$ cat config.mk
export PLATFORM = sky130hd
export DESIGN_NAME = pll_dynphase_ctrl
export DESIGN_NICKNAME = d
export VERILOG_FILES = /design/src/rtl/pll_ctrl_pkg.sv /design/src/rtl/pll_dynphase_ctrl_sync2.sv /design/src/rtl/pll_dynphase_ctrl.sv
export SDC_FILE = /design/constraint.sdc
export NUM_CORES = 1
export LEC_CHECK = 0
export BUFFER_PORTS_ARGS = -buffer_cell sky130_fd_sc_hd__buf_2
export CAP_MARGIN = 40
export CORE_MARGIN = 2
export CORE_UTILIZATION = 35
export DETAILED_ROUTE_END_ITERATION = 10
export SETUP_SLACK_MARGIN = 0.05
export SLEW_MARGIN = 10
export SYNTH_ARGS = -nofsm -noshare
export SYNTH_HDL_FRONTEND = slang
export SYNTH_SLANG_ARGS = --single-unit
$ cat constraint.sdc
create_clock -name clock -period 9.8 [get_ports clock]
set_clock_uncertainty 0.15 [all_clocks]
set_input_delay 1.96 -clock clock [delete_from_list [all_inputs] [get_ports clock]]
set_output_delay 1.96 -clock clock [all_outputs]
set_load 0.01 [all_outputs]
$ cat src/rtl/pll_ctrl_pkg.sv
// Shared types and constants for the EHXPLLL dynamic phase-shift controller.
package pll_ctrl_pkg;

    typedef enum logic [2:0] {
        ST_IDLE      = 3'd0,
        ST_SETUP     = 3'd1,
        ST_STEP_LO   = 3'd2,
        ST_STEP_HI   = 3'd3,
        ST_LOAD      = 3'd4,
        ST_WAIT_LOCK = 3'd5,
        ST_RESP      = 3'd6
    } state_e;

    // PHASESEL encoding of the PLL outputs
    localparam logic [1:0] CH_CLKOP  = 2'd0;
    localparam logic [1:0] CH_CLKOS  = 2'd1;
    localparam logic [1:0] CH_CLKOS2 = 2'd2;
    localparam logic [1:0] CH_CLKOS3 = 2'd3;

    // PHASEDIR encoding: advance increments the phase, retard decrements it
    localparam logic DIR_ADV = 1'b0;
    localparam logic DIR_RET = 1'b1;

endpackage

$ cat src/rtl/pll_dynphase_ctrl_sync2.sv
// Two-flop synchroniser for the asynchronous PLL lock indication.
module sync2 (
    input  logic clk_i,
    input  logic rst_ni,
    input  logic d_i,
    output logic q_o
);

    logic meta_q;
    logic sync_q;

    // Two-stage capture; both stages clear on reset so lock reads low afterwards
    always_ff @(posedge clk_i or negedge rst_ni) begin
        if (!rst_ni) begin
            meta_q <= 1'b0;
            sync_q <= 1'b0;
        end else begin
            meta_q <= d_i;
            sync_q <= meta_q;
        end
    end

    assign q_o = sync_q;

endmodule

$ cat src/rtl/pll_dynphase_ctrl.sv
// Dynamic phase-shift sequencer for the ECP5 EHXPLLL: accepts absolute phase
// requests per output, steps along the shortest path, loads and waits for lock.
module pll_dynphase_ctrl
    import pll_ctrl_pkg::*;
#(
    parameter int NUM_CH       = 3,
    parameter int PHASE_MOD    = 48,
    parameter int PHASE_W      = 6,
    parameter int SETUP_CYC    = 2,
    parameter int STEP_HOLD    = 4,
    parameter int SETTLE_CYC   = 8,
    parameter int LOCK_TIMEOUT = 65535
) (
    input  logic                      clock,
    input  logic                      resetn,
    input  logic                      req_valid,
    output logic                      req_ready,
    input  logic [1:0]                req_ch,
    input  logic [PHASE_W-1:0]        req_phase,
    output logic                      done,
    output logic                      error,
    output logic                      busy,
    output logic [NUM_CH*PHASE_W-1:0] phase_q,
    input  logic                      pll_lock,
    output logic [1:0]                pll_phasesel,
    output logic                      pll_phasedir,
    output logic                      pll_phasestep,
    output logic                      pll_phaseloadreg
);

    // One extra bit so (target + PHASE_MOD - cur) cannot overflow
    localparam int CW    = PHASE_W + 1;
    localparam int CNT_W = $clog2(LOCK_TIMEOUT + SETUP_CYC + STEP_HOLD + SETTLE_CYC + 1);

    state_e             state_q, state_d;
    logic [CNT_W-1:0]   cnt_q, cnt_d;
    logic [CW-1:0]      steps_q, steps_d;
    logic [1:0]         ch_q, ch_d;
    logic [1:0]         sel_q, sel_d;
    logic               dir_q, dir_d;
    logic               step_q, step_d;
    logic               load_q, load_d;
    logic               ready_q, ready_d;
    logic               busy_q, busy_d;
    logic               done_q, done_d;
    logic               error_q, error_d;
    logic [PHASE_W-1:0] phase_arr_q [NUM_CH];
    logic [PHASE_W-1:0] phase_arr_d [NUM_CH];

    logic               lock_s;
    logic [PHASE_W-1:0] cur_phase;
    logic [CW-1:0]      tgt_ext, cur_ext, fwd;
    logic               ch_ok, ph_ok;

    sync2 u_lock_sync (
        .clk_i  (clock),
        .rst_ni (resetn),
        .d_i    (pll_lock),
        .q_o    (lock_s)
    );

    // Shortest-path evaluation of the presented request against the current phase
    always_comb begin
        cur_phase = '0;
        for (int i = 0; i < NUM_CH; i++) begin
            if (req_ch == 2'(i)) cur_phase = phase_arr_q[i];
        end
        ch_ok   = int'(req_ch) < NUM_CH;
        ph_ok   = int'(req_phase) < PHASE_MOD;
        tgt_ext = {1'b0, req_phase};
        cur_ext = {1'b0, cur_phase};
        if (tgt_ext >= cur_ext) fwd = tgt_ext - cur_ext;
        else                    fwd = tgt_ext + CW'(PHASE_MOD) - cur_ext;
    end

    // Next-state, sequencing counters and registered PLL port values
    always_comb begin
        state_d     = state_q;
        cnt_d       = cnt_q;
        steps_d     = steps_q;
        ch_d        = ch_q;
        sel_d       = sel_q;
        dir_d       = dir_q;
        done_d      = 1'b0;
        error_d     = 1'b0;
        phase_arr_d = phase_arr_q;

        case (state_q)
            ST_IDLE: begin
                if (req_valid && ready_q) begin
                    if (!ch_ok || !ph_ok || !lock_s) begin
                        error_d = 1'b1;
                        state_d = ST_RESP;
                    end else if (fwd == '0) begin
                        done_d  = 1'b1;
                        state_d = ST_RESP;
                    end else begin
                        ch_d  = req_ch;
                        sel_d = req_ch;
                        cnt_d = '0;
                        if (fwd <= CW'(PHASE_MOD / 2)) begin
                            dir_d   = DIR_ADV;
                            steps_d = fwd;
                        end else begin
                            dir_d   = DIR_RET;
                            steps_d = CW'(PHASE_MOD) - fwd;
                        end
                        state_d = ST_SETUP;
                    end
                end
            end
            ST_SETUP: begin
                if (cnt_q == CNT_W'(SETUP_CYC - 1)) begin
                    cnt_d   = '0;
                    state_d = ST_STEP_LO;
                end else begin
                    cnt_d = cnt_q + CNT_W'(1);
                end
            end
            ST_STEP_LO: begin
                if (cnt_q == CNT_W'(STEP_HOLD - 1)) begin
                    cnt_d   = '0;
                    steps_d = steps_q - CW'(1);
                    for (int i = 0; i < NUM_CH; i++) begin
                        if (ch_q == 2'(i)) begin
                            if (dir_q == DIR_ADV)
                                phase_arr_d[i] = (phase_arr_q[i] == PHASE_W'(PHASE_MOD - 1))
                                                 ? '0 : phase_arr_q[i] + PHASE_W'(1);
                            else
                                phase_arr_d[i] = (phase_arr_q[i] == '0)
                                                 ? PHASE_W'(PHASE_MOD - 1) : phase_arr_q[i] - PHASE_W'(1);
                        end
                    end
                    state_d = ST_STEP_HI;
                end else begin
                    cnt_d = cnt_q + CNT_W'(1);
                end
            end
            ST_STEP_HI: begin
                if (cnt_q == CNT_W'(SETTLE_CYC - 1)) begin
                    cnt_d   = '0;
                    state_d = (steps_q != '0) ? ST_STEP_LO : ST_LOAD;
                end else begin
                    cnt_d = cnt_q + CNT_W'(1);
                end
            end
            ST_LOAD: begin
                if (cnt_q == CNT_W'(STEP_HOLD - 1)) begin
                    cnt_d   = '0;
                    state_d = ST_WAIT_LOCK;
                end else begin
                    cnt_d = cnt_q + CNT_W'(1);
                end
            end
            ST_WAIT_LOCK: begin
                if (lock_s) begin
                    done_d  = 1'b1;
                    state_d = ST_IDLE;
                end else if (cnt_q == CNT_W'(LOCK_TIMEOUT - 1)) begin
                    error_d = 1'b1;
                    state_d = ST_IDLE;
                end else begin
                    cnt_d = cnt_q + CNT_W'(1);
                end
            end
            ST_RESP: begin
                state_d = ST_IDLE;
            end
            default: begin
                state_d = ST_IDLE;
            end
        endcase

        // Pulses and status follow the next state so they line up with it exactly
        step_d  = (state_d != ST_STEP_LO);
        load_d  = (state_d != ST_LOAD);
        ready_d = (state_d == ST_IDLE);
        busy_d  = (state_d != ST_IDLE) && (state_d != ST_RESP);
    end

    // State and output registers; everything clears so the PLL port pins go idle at once
    always_ff @(posedge clock or negedge resetn) begin
        if (!resetn) begin
            state_q     <= ST_IDLE;
            cnt_q       <= '0;
            steps_q     <= '0;
            ch_q        <= CH_CLKOP;
            sel_q       <= CH_CLKOP;
            dir_q       <= DIR_RET;
            step_q      <= 1'b1;
            load_q      <= 1'b1;
            ready_q     <= 1'b0;
            busy_q      <= 1'b0;
            done_q      <= 1'b0;
            error_q     <= 1'b0;
            phase_arr_q <= '{default: '0};
        end else begin
            state_q     <= state_d;
            cnt_q       <= cnt_d;
            steps_q     <= steps_d;
            ch_q        <= ch_d;
            sel_q       <= sel_d;
            dir_q       <= dir_d;
            step_q      <= step_d;
            load_q      <= load_d;
            ready_q     <= ready_d;
            busy_q      <= busy_d;
            done_q      <= done_d;
            error_q     <= error_d;
            phase_arr_q <= phase_arr_d;
        end
    end

    for (genvar g = 0; g < NUM_CH; g++) begin : g_phase_out
        assign phase_q[g*PHASE_W +: PHASE_W] = phase_arr_q[g];
    end

    assign req_ready        = ready_q;
    assign busy             = busy_q;
    assign done             = done_q;
    assign error            = error_q;
    assign pll_phasesel     = sel_q;
    assign pll_phasedir     = dir_q;
    assign pll_phasestep    = step_q;
    assign pll_phaseloadreg = load_q;

endmodule

==> metrics.txt <==
status completed; DRT Pass-1 Iters 5; Slew Limit Fails 0; die area 14600 um2; unrepaired setup endpoints after global routing false; postcts setup bufs 0; max_cap viols 0; layout net count 656; largest net degree at the start of global routing 57; FF+latch count, synth 56; Root Buffer clkbuf_16; Post-Route WL 12100 um; Post-CTS Resized 0; DR vias/cell 5.69; routed len/inst 15.3 um; Pwr per Cell Area 301 nW/um2; initial drt markers 367; routed vias 4499; Least-Margin Pin Slew 0.867 ns; CTS max path bufs 2; Top FF cell, synth dfrtp_1; first-pass GRT wire length 20300 um; asr flop ratio synth 100%; Clock Sinks 56; Diodes inserted 0; Core Box Area 13300 um2; Fin. Hold Viols 0; IO Pins 39; fmax 0.153 GHz; Crit path largest cell delay 0.70 ns; DRT antenna net count 0; Warnings, synthesis 0; share of cells above drive strength 1 12.1%; CTS buffer count 5; slowest CP cell a2111oi_4; DPL Wire Length 8780 um; Synth top cells by count o21ai_0, nor2_1, dfrtp_1; crit start category input port; fin crit share 66.8%; Residual DRC 0; CP Capture Type flip-flop; Setup Viol. Count Final 0; Design Area, Final 5230 um2; CP cell instances buf_2 -> nor2b_1 -> a21o_1 -> inv_1 -> ha_1 -> fa_1 -> a31oi_1 -> nor2_1 -> a2111oi_4 -> a21boi_2 -> or2_1 -> o31ai_4 -> or2_1 -> o31ai_1; Seq/Total Area, Yosys 29.4%; number of global-route vias before repair 4093; worst endpoint data arrival time 6.57 ns; Die W 121 um; Std-Cell Rows 42; clk_lat worst skew 0.30 ns; relative slew slack 42.1%; GRT overflow 0; VDD IR max 0.128 mV; HP Class flip-flop to flip-flop; top cell type's share of synthesized area 27.7%; hold_buf cts 0; post-placement cell area 5080 um2; CP Max Fanout 19; die height 121 um; Critical Path RT 9.82 ns; CTS tree done; CP most frequent cell or2_1; EDFF count, synth 0; synth top area cells dfrtp_1, ha_1, o21ai_0, nor2_1, nand2_1; GRT Resource Usage Total 16.7%; Syn Inst Count 595; initial core utilization 36.0%; Net Count, Synth 638; count leader, synth o21ai_0; H-Tree Depth 2; Port Buffers 38; Synth cell types 72; Hold Path Depth 0; R2R cell count 14; area leader, netlist dfrtp_1; Avg Cell Area, Syn 8.04 um2; Period minus WS final 6.55 ns; area delta synth->final 9.45%; gpl congestion 0.839; clock transition at the registers of the reported paths 0.08 ns; synthesized cell area 4780 um2; Leak 0.00225 uW; setup TNS 0 ns; Setup CP Type input port to flip-flop; initial antenna violation count 0
final timing paths:
check                                         from         endpoint  slack [ns]
worst max-delay path                     req_ch[1]        cnt_q[11]        3.25
min in group asynchronous                   resetn       phase_q[5]        1.65
worst max register to register          phase_q[8]        cnt_q[11]        4.75
worst min-delay path            u_lock_sync.meta_q  u_lock_sync.q_o        0.26
worst min register to register  u_lock_sync.meta_q  u_lock_sync.q_o        0.26
max in group asynchronous                   resetn       phase_q[7]        7.34
cells by family after synthesis:
group	synth area share, %
flops	29.4
xor+xnor	2.54
simple gates	24.8
fa+ha+maj	8.42
compound gates	24.8
mux	4.47
buf+inv	5.63
placed cells by master (no fill, tap or decap), types with 4 or more instances in the layout:
master and instances:
a211oi_1 4, a21oi_1 20, a22oi_1 5, a311oi_1 6, a31oi_1 10, and2_1 5, and3_1 10, buf_2 38
clkbuf_16 5, dfrtp_1 53, ha_1 29, inv_1 38, mux2_2 8, mux2i_1 11, nand2_1 50, nand2b_1 11
nand3_1 27, nand3b_1 4, nand4_1 6, nor2_1 55, nor2b_1 10, nor3_1 14, nor4_1 9, o211ai_1 9
o21ai_0 64, o21ai_1 5, o31ai_1 16, o41ai_1 5, or3_1 7, xnor2_1 7, xor2_1 5
final cells by class:
class,instances,area (um2)
Clock inverter,3,27.5
Timing Repair Buffer,40,205
Tap cell,176,220
Sequential cell,56,1410
Fill cell,1388,8060
Multi-Input combinational cell,472,3110
Inverter,38,143
Clock buffer,5,125
stage by stage:
step / instances / util, % / power, uW / hold WS (ns) / setup slack, ns
2_1_floorplan: 595 / - / 1150 / 0.181 / 3.52
3_3_place_gp: 782 / 38.2 / 1360 / 0.233 / 3.11
3_5_place_dp: 782 / 38.2 / 1380 / 0.233 / 2.96
4_1_cts: 790 / 39.4 / 1580 / 0.253 / 3.28
5_1_grt: 790 / 39.4 / 1720 / 0.265 / 2.79
6_report: 790 / 39.4 / 1570 / 0.260 / 3.25
where the power goes:
group	switching [uW]	total, uW	internal [uW]
Combinational	550	938	388
Clock	94.9	192	97.5
Sequential	142	443	301
flip-flops by register name, indices dropped and copies added, names as in the netlist:
register	flops
done	1
pll_phasedir	1
busy	1
u_lock_sync.q_o	1
pll_phaseloadreg	1
cnt_q	17
state_q	3
req_ready	1
pll_phasesel	2
error	1
phase_q	18
pll_phasestep	1
steps_q	7
u_lock_sync.meta_q	1
routing by layer:
layer / GRT usage [%] / wire, um / up-vias
li1: - / - / 2210
met1: 25.0 / 6130 / 2174
met2: 26.1 / 5470 / 108
met3: 1.93 / 432 / 7
met4: 2.83 / 90 / 0
met5: 0 / 0 / -
critical path: cells and delay by family:
family / cells / cell delay (ns)
buf+inv: 2 / 0.32
fa+ha+maj: 2 / 0.61
compound gates: 6 / 2.29
simple gates: 4 / 1.38
Power figures use the tool's default switching activity.
